<file path="config.mk">
export PLATFORM = sky130hd
export DESIGN_NAME = uart_rx_deserializer
export DESIGN_NICKNAME = d
export VERILOG_FILES = /design/src/rtl/uart_rx_pkg.sv /design/src/rtl/uart_rx_sync.sv /design/src/rtl/uart_rx_deserializer.sv
export SDC_FILE = /design/constraint.sdc
export NUM_CORES = 1
export LEC_CHECK = 0
export BUFFER_PORTS_ARGS = -buffer_cell sky130_fd_sc_hd__buf_2
export CAP_MARGIN = 20
export CORE_UTILIZATION = 23
export DETAILED_ROUTE_END_ITERATION = 8
export PLACE_DENSITY = 0.45
export SYNTH_ARGS = -nofsm -noshare
export SYNTH_HDL_FRONTEND = slang
export SYNTH_SLANG_ARGS = --single-unit
</file>
<file path="constraint.sdc">
create_clock -name clk -period 2.7 [get_ports clk]
set_input_delay 0.27 -clock clk [delete_from_list [all_inputs] [get_ports clk]]
set_output_delay 0.27 -clock clk [all_outputs]
set_load 0.05 [all_outputs]
</file>
<file path="src/rtl/uart_rx_pkg.sv">
// Shared definitions for the UART receive path.
// Provides the receiver state enum and the oversampling constants used to
// place sample points inside each bit cell.
package uart_rx_pkg;

    typedef enum logic [2:0] {
        IDLE,
        START,
        DATA,
        PARITY,
        STOP
    } rx_state_t;

    localparam int unsigned TICKS_PER_BIT = 16;
    localparam int unsigned SMP_W         = $clog2(TICKS_PER_BIT);

    // Sample offsets within a bit cell, counted in baud ticks.
    localparam logic [SMP_W-1:0] START_SAMPLE = SMP_W'(7);
    localparam logic [SMP_W-1:0] MID_SAMPLE   = SMP_W'(15);

endpackage

</file>
<file path="src/rtl/uart_rx_sync.sv">
// Metastability synchronizer: a chain of SYNC_STAGES flops, all reset to 1
// so an idle-high serial line does not look like a start bit after reset.
// Ports:
//   clk      system clock
//   reset_n  asynchronous active-low reset
//   d        asynchronous input
//   q        synchronized output
module uart_rx_sync #(
    parameter int unsigned SYNC_STAGES = 2
) (
    input  logic clk,
    input  logic reset_n,
    input  logic d,
    output logic q
);

    logic [SYNC_STAGES-1:0] sync_q;

    always_ff @(posedge clk or negedge reset_n) begin
        if (!reset_n) begin
            sync_q <= '1;
        end else begin
            sync_q <= {sync_q[SYNC_STAGES-2:0], d};
        end
    end

    assign q = sync_q[SYNC_STAGES-1];

endmodule

</file>
<file path="src/rtl/uart_rx_deserializer.sv">
// UART receive stage: oversamples rx on the x16 baud enable, qualifies the
// start bit, shifts in 7/8 data bits LSB-first, checks optional parity and
// the stop bit, and holds one byte plus sticky error flags for the consumer.
// Ports:
//   clk, reset_n           clock and asynchronous active-low reset
//   baud_clock             x16 baud tick enable
//   rx                     asynchronous serial input (idle high)
//   bit8, parity_en,
//   odd_n_even             frame format controls
//   read_rx_byte           consumer pop; clears ready and all flags
//   rx_byte, rx_ready      held byte and its valid flag
//   parity_err,
//   framing_err, overflow  sticky status flags for the held byte
module uart_rx_deserializer
    import uart_rx_pkg::*;
#(
    parameter int unsigned SYNC_STAGES = 2
) (
    input  logic       clk,
    input  logic       reset_n,
    input  logic       baud_clock,
    input  logic       rx,
    input  logic       bit8,
    input  logic       parity_en,
    input  logic       odd_n_even,
    input  logic       read_rx_byte,
    output logic [7:0] rx_byte,
    output logic       rx_ready,
    output logic       parity_err,
    output logic       framing_err,
    output logic       overflow
);

    logic rx_s;

    uart_rx_sync #(
        .SYNC_STAGES(SYNC_STAGES)
    ) u_sync (
        .clk    (clk),
        .reset_n(reset_n),
        .d      (rx),
        .q      (rx_s)
    );

    rx_state_t        state_q, state_d;
    logic [SMP_W-1:0] smp_cnt_q, smp_cnt_d;
    logic [2:0]       bit_cnt_q, bit_cnt_d;
    logic [7:0]       shift_q, shift_d;
    logic             par_acc_q, par_acc_d;
    logic             par_err_q, par_err_d;
    logic             frame_done;
    logic [2:0]       last_bit;
    logic [7:0]       rx_word;

    logic [7:0] rx_byte_q;
    logic       rx_ready_q, parity_err_q, framing_err_q, overflow_q;

    assign last_bit = bit8 ? 3'd7 : 3'd6;
    // Bits are shifted in at the MSB, so a 7-bit frame sits in [7:1].
    assign rx_word  = bit8 ? shift_q : {1'b0, shift_q[7:1]};

    always_comb begin
        state_d    = state_q;
        smp_cnt_d  = smp_cnt_q;
        bit_cnt_d  = bit_cnt_q;
        shift_d    = shift_q;
        par_acc_d  = par_acc_q;
        par_err_d  = par_err_q;
        frame_done = 1'b0;

        if (baud_clock) begin
            unique case (state_q)
                IDLE: begin
                    if (!rx_s) begin
                        state_d   = START;
                        smp_cnt_d = '0;
                    end
                end
                START: begin
                    if (smp_cnt_q == START_SAMPLE) begin
                        smp_cnt_d = '0;
                        if (!rx_s) begin
                            state_d   = DATA;
                            bit_cnt_d = '0;
                            par_acc_d = 1'b0;
                            par_err_d = 1'b0;
                        end else begin
                            // Start bit not held to mid-cell: a line glitch.
                            state_d = IDLE;
                        end
                    end else begin
                        smp_cnt_d = smp_cnt_q + 1'b1;
                    end
                end
                DATA: begin
                    // The counter wraps 15 -> 0, keeping the next bit's sample
                    // exactly one bit cell later.
                    smp_cnt_d = smp_cnt_q + 1'b1;
                    if (smp_cnt_q == MID_SAMPLE) begin
                        shift_d   = {rx_s, shift_q[7:1]};
                        par_acc_d = par_acc_q ^ rx_s;
                        bit_cnt_d = bit_cnt_q + 1'b1;
                        // >= so a mid-frame change of bit8 still terminates.
                        if (bit_cnt_q >= last_bit) begin
                            state_d = parity_en ? PARITY : STOP;
                        end
                    end
                end
                PARITY: begin
                    smp_cnt_d = smp_cnt_q + 1'b1;
                    if (smp_cnt_q == MID_SAMPLE) begin
                        par_err_d = rx_s ^ par_acc_q ^ odd_n_even;
                        state_d   = STOP;
                    end
                end
                STOP: begin
                    smp_cnt_d = smp_cnt_q + 1'b1;
                    if (smp_cnt_q == MID_SAMPLE) begin
                        // Leave at mid stop bit so a back-to-back start edge
                        // is not missed.
                        frame_done = 1'b1;
                        state_d    = IDLE;
                        smp_cnt_d  = '0;
                    end
                end
                default: begin
                    state_d   = IDLE;
                    smp_cnt_d = '0;
                end
            endcase
        end
    end

    always_ff @(posedge clk or negedge reset_n) begin
        if (!reset_n) begin
            state_q   <= IDLE;
            smp_cnt_q <= '0;
            bit_cnt_q <= '0;
            shift_q   <= '0;
            par_acc_q <= 1'b0;
            par_err_q <= 1'b0;
        end else begin
            state_q   <= state_d;
            smp_cnt_q <= smp_cnt_d;
            bit_cnt_q <= bit_cnt_d;
            shift_q   <= shift_d;
            par_acc_q <= par_acc_d;
            par_err_q <= par_err_d;
        end
    end

    // A read in the completion cycle frees the holding register first, so
    // the new frame loads instead of overflowing.
    always_ff @(posedge clk or negedge reset_n) begin
        if (!reset_n) begin
            rx_byte_q     <= '0;
            rx_ready_q    <= 1'b0;
            parity_err_q  <= 1'b0;
            framing_err_q <= 1'b0;
            overflow_q    <= 1'b0;
        end else if (frame_done && rx_ready_q && !read_rx_byte) begin
            overflow_q <= 1'b1;
        end else if (frame_done) begin
            rx_byte_q     <= rx_word;
            rx_ready_q    <= 1'b1;
            parity_err_q  <= par_err_q;
            framing_err_q <= ~rx_s;
            overflow_q    <= 1'b0;
        end else if (read_rx_byte && rx_ready_q) begin
            rx_ready_q    <= 1'b0;
            parity_err_q  <= 1'b0;
            framing_err_q <= 1'b0;
            overflow_q    <= 1'b0;
        end
    end

    assign rx_byte     = rx_byte_q;
    assign rx_ready    = rx_ready_q;
    assign parity_err  = parity_err_q;
    assign framing_err = framing_err_q;
    assign overflow    = overflow_q;

endmodule

</file>
## After elaboration in Yosys (flattened, before gate mapping)

Index checks and enable logic that the tools add are counted.

| cells by class | value |
|---|---|
| $add $sub $neg | 2 |
| multipliers | 0 |
| div/mod/pow operators | 0 |
| $lt $le $gt $ge | 1 |
| equality and inequality tests | 13 |
| shift operators | 0 |
| muxes and demuxes | 34 |
| bitwise operators | 4 |
| reductions and logical operators | 17 |

Operators by type and width:

| operator | count |
|---|---|
| $mux W3 | 10 |
| $pmux W4 S4 | 1 |
| $pmux W3 S5 | 1 |
| $mux W1 | 14 |
| $ne A2 B2 Y1 const B | 7 |
| $mux W4 | 3 |
| $reduce_and A5 Y1 | 2 |
| $mux W8 | 1 |
| $reduce_and A7 Y1 | 1 |
| $eq A3 B2 Y1 const B | 2 |
| $pmux W3 S2 | 1 |
| $reduce_and A2 Y1 | 3 |
| $reduce_bool A2 Y1 | 3 |
| $add A4 B1 Y4 const B | 1 |
| $eq A4 B3 Y1 const B | 1 |
| $eq A4 B4 Y1 const B | 1 |
| $pmux W1 S2 | 2 |
| $add A3 B1 Y3 const B | 1 |
| $eq A3 B1 Y1 const B | 1 |
| $eq A3 B3 Y1 const B | 1 |
| $ge A3 B3 Y1 | 1 |
| $logic_and A1 B1 Y1 | 3 |
| $logic_not A3 Y1 | 1 |
| $reduce_and A3 Y1 | 1 |
| other kinds (6) | 8 |

| storage, ports and cells | value |
|---|---|
| bits in registers | 34 |
| latch bits | 0 |
| RAM bits | 0 |
| bits in read-only memories | 0 |
| bits of input ports | 8 |
| output and inout bits | 12 |
| logic and storage cells | 83 |
| memories kept | 0 |

## Depth between registers and ports, before layout

| depth | value |
|---|---|
| depth in word-level cells | 8 |
| depth in mapped cells | 7 |
| depth with buffers taken out | 6 |

## Modules after synthesis

A second synthesis with hierarchy kept.

| unflattened totals | value |
|---|---|
| cell total of the unflattened synthesis | 160 |
| area, all modules | 1,838.0 µm² |

Modules (own cells, without submodules):

| module | instances | cells an instance | area an instance (µm²) | seq. area each (µm²) |
|---|---|---|---|---|
| uart_rx_deserializer | 1 | 158 | 1,785.5 | 800.8 |
| uart_rx_sync | 1 | 2 | 52.6 | 52.6 |

## Worst setup path before layout

No wires, ideal clock.

| path | value |
|---|---|
| path kind | reg2reg |
| from | register smp_cnt_q[0] |
| to | register par_acc_q |
| library setup time | 131 ps |
| data arrival time | 1,597 ps |
| required time | 2,569 ps |
| slack | 972 ps |
| stages on the path, launching flop included | 8 |
| cell sequence | dfrtp_1 -> ha_1 -> and3_1 -> buf_6 -> and3_1 -> buf_4 -> a211oi_1 -> mux2i_1 |

| on the way | value |
|---|---|
| cells in the longest elaborated chain, start to end | 3 |

Ends and longest elaborated chain:

| what | RTL line | source |
|---|---|---|
| start, declared | uart_rx_deserializer.sv:46 | `logic [SMP_W-1:0] smp_cnt_q, smp_cnt_d;` |
| start signal, assigned | uart_rx_deserializer.sv:144 | `smp_cnt_q <= smp_cnt_d;` |
| $eq A4 B4 Y1 / $eq A4 B3 Y1 (equally long branches) | uart_rx_deserializer.sv:99, uart_rx_deserializer.sv:80 |  |
| $ne A2 B2 Y1 (no line) | -- |  |
| $reduce_and A5 Y1 (no line) * | -- |  |
| end signal, assigned | uart_rx_deserializer.sv:147 | `par_acc_q <= par_acc_d;` |
| end, declared | uart_rx_deserializer.sv:49 | `logic par_acc_q, par_acc_d;` |

Every way passes the cells marked *; elsewhere a longest branch is shown, timed or not.
A chain may end at the register's enable or synchronous reset.

## Worst setup path after layout

| path | value |
|---|---|
| from | register smp_cnt_q[0] |
| to | register shift_q[0] |

| on the way | value |
|---|---|
| cells in the longest elaborated chain, start to end | 2 |

Ends and longest elaborated chain:

| what | RTL line | source |
|---|---|---|
| $eq A4 B4 Y1 | uart_rx_deserializer.sv:99 | `if (smp_cnt_q == MID_SAMPLE) begin` |
| $reduce_and A3 Y1 (no line) | -- |  |
| end signal, assigned | uart_rx_deserializer.sv:146 | `shift_q <= shift_d;` |
| end, declared | uart_rx_deserializer.sv:48 | `logic [7:0] shift_q, shift_d;` |

No other way between the ends.

==> results.py <==
metrics = {
    "run_status": {
        "status": "finished clean",
    },
    "drt": {
        "drt_iter0_drc": 69,
        "routed-wl-met2_mm": 1.46,
        "firstDrtPassIters": 4,
        "drc_errors": 0,
        "dr_wl_met3_um": 136,
        "via_per_inst": 4.46,
        "wl_met1_mm": 1.75,
        "wl_per_cell_um": 12.6,
        "drt_wl_total_mm": 3.41,
        "antenna_left": 0,
        "highest_layer": "met4",
        "vias": 1210,
    },
    "worst_setup_path": {
        "crit_chain": "ha_1, and3_1, and3_1, mux2_2",
        "end_kind": "register",
        "cpPeakStageDelay_ns": 0.55,
        "timing.critical_path.slowest_stage_cell": "and3_1",
        "cp.arrival_ns": 2.28,
        "required_ns": 2.88,
        "critPathKind": "register to register",
        "start_kind": "register",
        "cpMostUsedCell": "and3_1",
        "worstPathMaxFanout": 12,
    },
    "yosys": {
        "synth-main-ff-cell": "dfrtp_1",
        "ys_seq_elements": 34,
        "yosys.area.top_type": "dfrtp_1",
        "syn_nets": 162,
        "avgSynthCellArea_um2": 11.8,
        "netlist_area_um2": 1790,
        "netlist_instances": 151,
        "ys_seq_area_share_pct": 47.8,
        "ys_warn_count": 0,
        "synth_top_area_share_pct": 44.8,
        "synth_cell_types": 44,
        "synth_enable_flop_cells": 0,
        "synthTopCellsByArea": "dfrtp_1 (45%), mux2_2 (13%), mux2i_1 (4.5%)",
        "async_flop_share_pct": 100,
    },
    "clock_network": {
        "cts_buffer_depth": 2,
        "clock_latency_ns": 0.29,
        "postCtsSetupRepairBufs": 0,
        "path_clk_slew_ns": 0.07,
        "htreeDepth": 2,
        "cts_tree": "yes",
        "cts-resized-gates": 0,
        "numCtsBuffers": 5,
        "clock-sinks": 34,
        "cts.hold.buffers_added": 0,
        "cts_root_buf": "clkbuf_8",
    },
    "global_route": {
        "grt_max_degree": 35,
        "grt_usage_pct": 9.12,
        "grt_first_pass_wirelength_mm": 5.80,
        "grt_pass1_vias": 1203,
        "grt-ovfl-total": 0,
        "antenna_found_initial": 0,
    },
    "place": {
        "placed_area_um2": 1960,
        "hpwl_mm": 2.38,
        "gp_congestion": 0.776,
        "port_buffers": 19,
    },
    "layout": {
        "final_layout_size_suffix_gt1_share_pct": 32.6,
        "area_growth_pct": 17.7,
        "antenna_cells": 0,
        "fin_util_pct": 28.5,
        "layout.nets": 182,
        "postLayoutCellArea_um2": 2100,
    },
    "power_and_ir_drop": {
        "irDropWorstVdd_mv": 0.306,
        "p_leak_nw": 1.00,
        "powerDensity_nw_per_um2": 775,
    },
    "sta": {
        "slew-limit-headroom_pct": 47.5,
        "fmax_ghz": 0.475,
        "worst_pin_slew_ns": 0.787,
        "final.min_clock_period_ns": 2.10,
        "worst_hold_slack_ns": 0.0633,
        "fin_crit_sh_pct": 77.9,
        "fin_tns_setup_ns": 0,
        "setup_viol": 0,
        "finalHoldViolations": 0,
        "slew_viol_final": 0,
        "clock-skew-final_ns": 0.00513,
        "rsz0062_at_grt": "no",
    },
    "floorplan": {
        "coreArea_um2": 7370,
        "fp-row-count": 31,
        "die_y_um": 90.1,
        "die_area_um2": 8130,
        "io_pins": 20,
        "fp.dieW_um": 90.1,
        "start_util_pct": 24.2,
    },
    "flow_run": {
        "cap_viol_max_count": 0,
    },
    "hold_path": {
        "hold_class": "input port to asynchronous set/reset pin",
    },
}
[layer usage]
metal | vias to the layer above | track usage (%)
met5 | - | 0
met2 | 26 | 13.4
met4 | 0 | 4.17
met1 | 585 | 12.5
met3 | 8 | 2.45
li1 | 591 | -
[final timing paths]
| path | from | to | slack (ns) | cells after the start |
|---|---|---|---|---|
| setup / recovery | smp_cnt_q[0] | shift_q[0] | 0.60 | 4 |
| hold / removal | reset_n | rx_byte[5] | 0.06 | 1 |
| setup reg to reg | smp_cnt_q[0] | shift_q[0] | 0.60 | 4 |
| hold reg to reg | u_sync.sync_q[0] | u_sync.sync_q[1] | 0.36 | 0 |
| max in group asynchronous | reset_n | shift_q[7] | 2.14 | 1 |
| min in group clk | rx | u_sync.sync_q[0] | 0.08 | 1 |
[cells in the final DEF (no fill, tap or decap), types with 2 or more instances in the layout]
| master | n |
|---|---|
| dfrtp_1 | 32 |
| and3_1 | 2 |
| clkbuf_8 | 6 |
| dfstp_2 | 2 |
| ha_1 | 3 |
| nand2b_1 | 3 |
| nor3_1 | 2 |
| nand4_1 | 2 |
| nor2_1 | 4 |
| mux2i_1 | 8 |
| nand2_1 | 13 |
| nor2b_1 | 4 |
| a22o_1 | 3 |
| a32o_1 | 2 |
| bufinv_16 | 2 |
| mux2_2 | 20 |
| xnor2_1 | 4 |
| buf_2 | 19 |
| o21ai_0 | 9 |
| inv_1 | 8 |
| a21oi_1 | 2 |
[report_power, final]
part / internal, mW / leakage (nW) / total (mW) / switching [mW]
registers: 0.567 / 0.447 / 0.687 / 0.120
logic: 0.175 / 0.484 / 0.357 / 0.182
clock network: 0.394 / 0.0714 / 0.585 / 0.191
total: 1.14 / 1.00 / 1.63 / 0.493
[synthesized netlist by cell type, types with 3 or more instances]
cell type	number
nand2_1	13
mux2i_1	8
nand2b_1	3
xnor2_1	4
mux2_2	20
nor2_1	4
nor2b_1	4
o21ai_0	9
a22o_1	3
ha_1	3
inv_1	8
dfrtp_1	32
[flip-flops by register name, indices dropped and copies added, names as in the netlist, 2 cells and up]
name / cells
smp_cnt_q: 4
u_sync.sync_q: 2
bit_cnt_q: 3
rx_byte: 8
shift_q: 8
state_q: 3
[metrics by stage]
stage | setup slack (ns) | instances | total power [mW]
2_1_floorplan | 0.972 | 151 | 0.985
3_3_place_gp | 0.640 | 263 | 1.06
3_5_place_dp | 0.612 | 263 | 1.06
4_1_cts | 0.603 | 271 | 1.65
5_1_grt | 0.469 | 271 | 1.73
6_report | 0.596 | 271 | 1.63
[worst max-delay path, delay by kind of cell, from the launching register on]
kind                     cells  cell delay, ns
adder cells (fa/ha/maj)      1            0.23
flip-flops                   1            0.39
multiplexers                 1            0.39
AND/OR/NAND/NOR              2            0.98
[area by class of cell]
class / count / area (um2)
Fill cell: 789 / 5270
Inverter: 8 / 30.0
Clock buffer: 6 / 82.6
Clock inverter: 2 / 60.1
Sequential cell: 34 / 853
Timing Repair Buffer: 19 / 95.1
Multi-Input combinational cell: 103 / 858
Tap cell: 99 / 124
[kinds of logic (layout without fill, tap and decap cells)]
| group | Yosys count | count (layout) | share of synthesized area, % |
|---|---|---|---|
| compound gates | 30 | 30 | 13.6 |
| buf+inv | 14 | 35 | 4.20 |
| flops | 34 | 34 | 47.8 |
| mux | 28 | 28 | 17.1 |
| fa+ha+maj | 3 | 3 | 2.10 |
| simple gates | 38 | 38 | 13.3 |
| xor+xnor | 4 | 4 | 1.96 |
(Power assumes the default switching activity.)
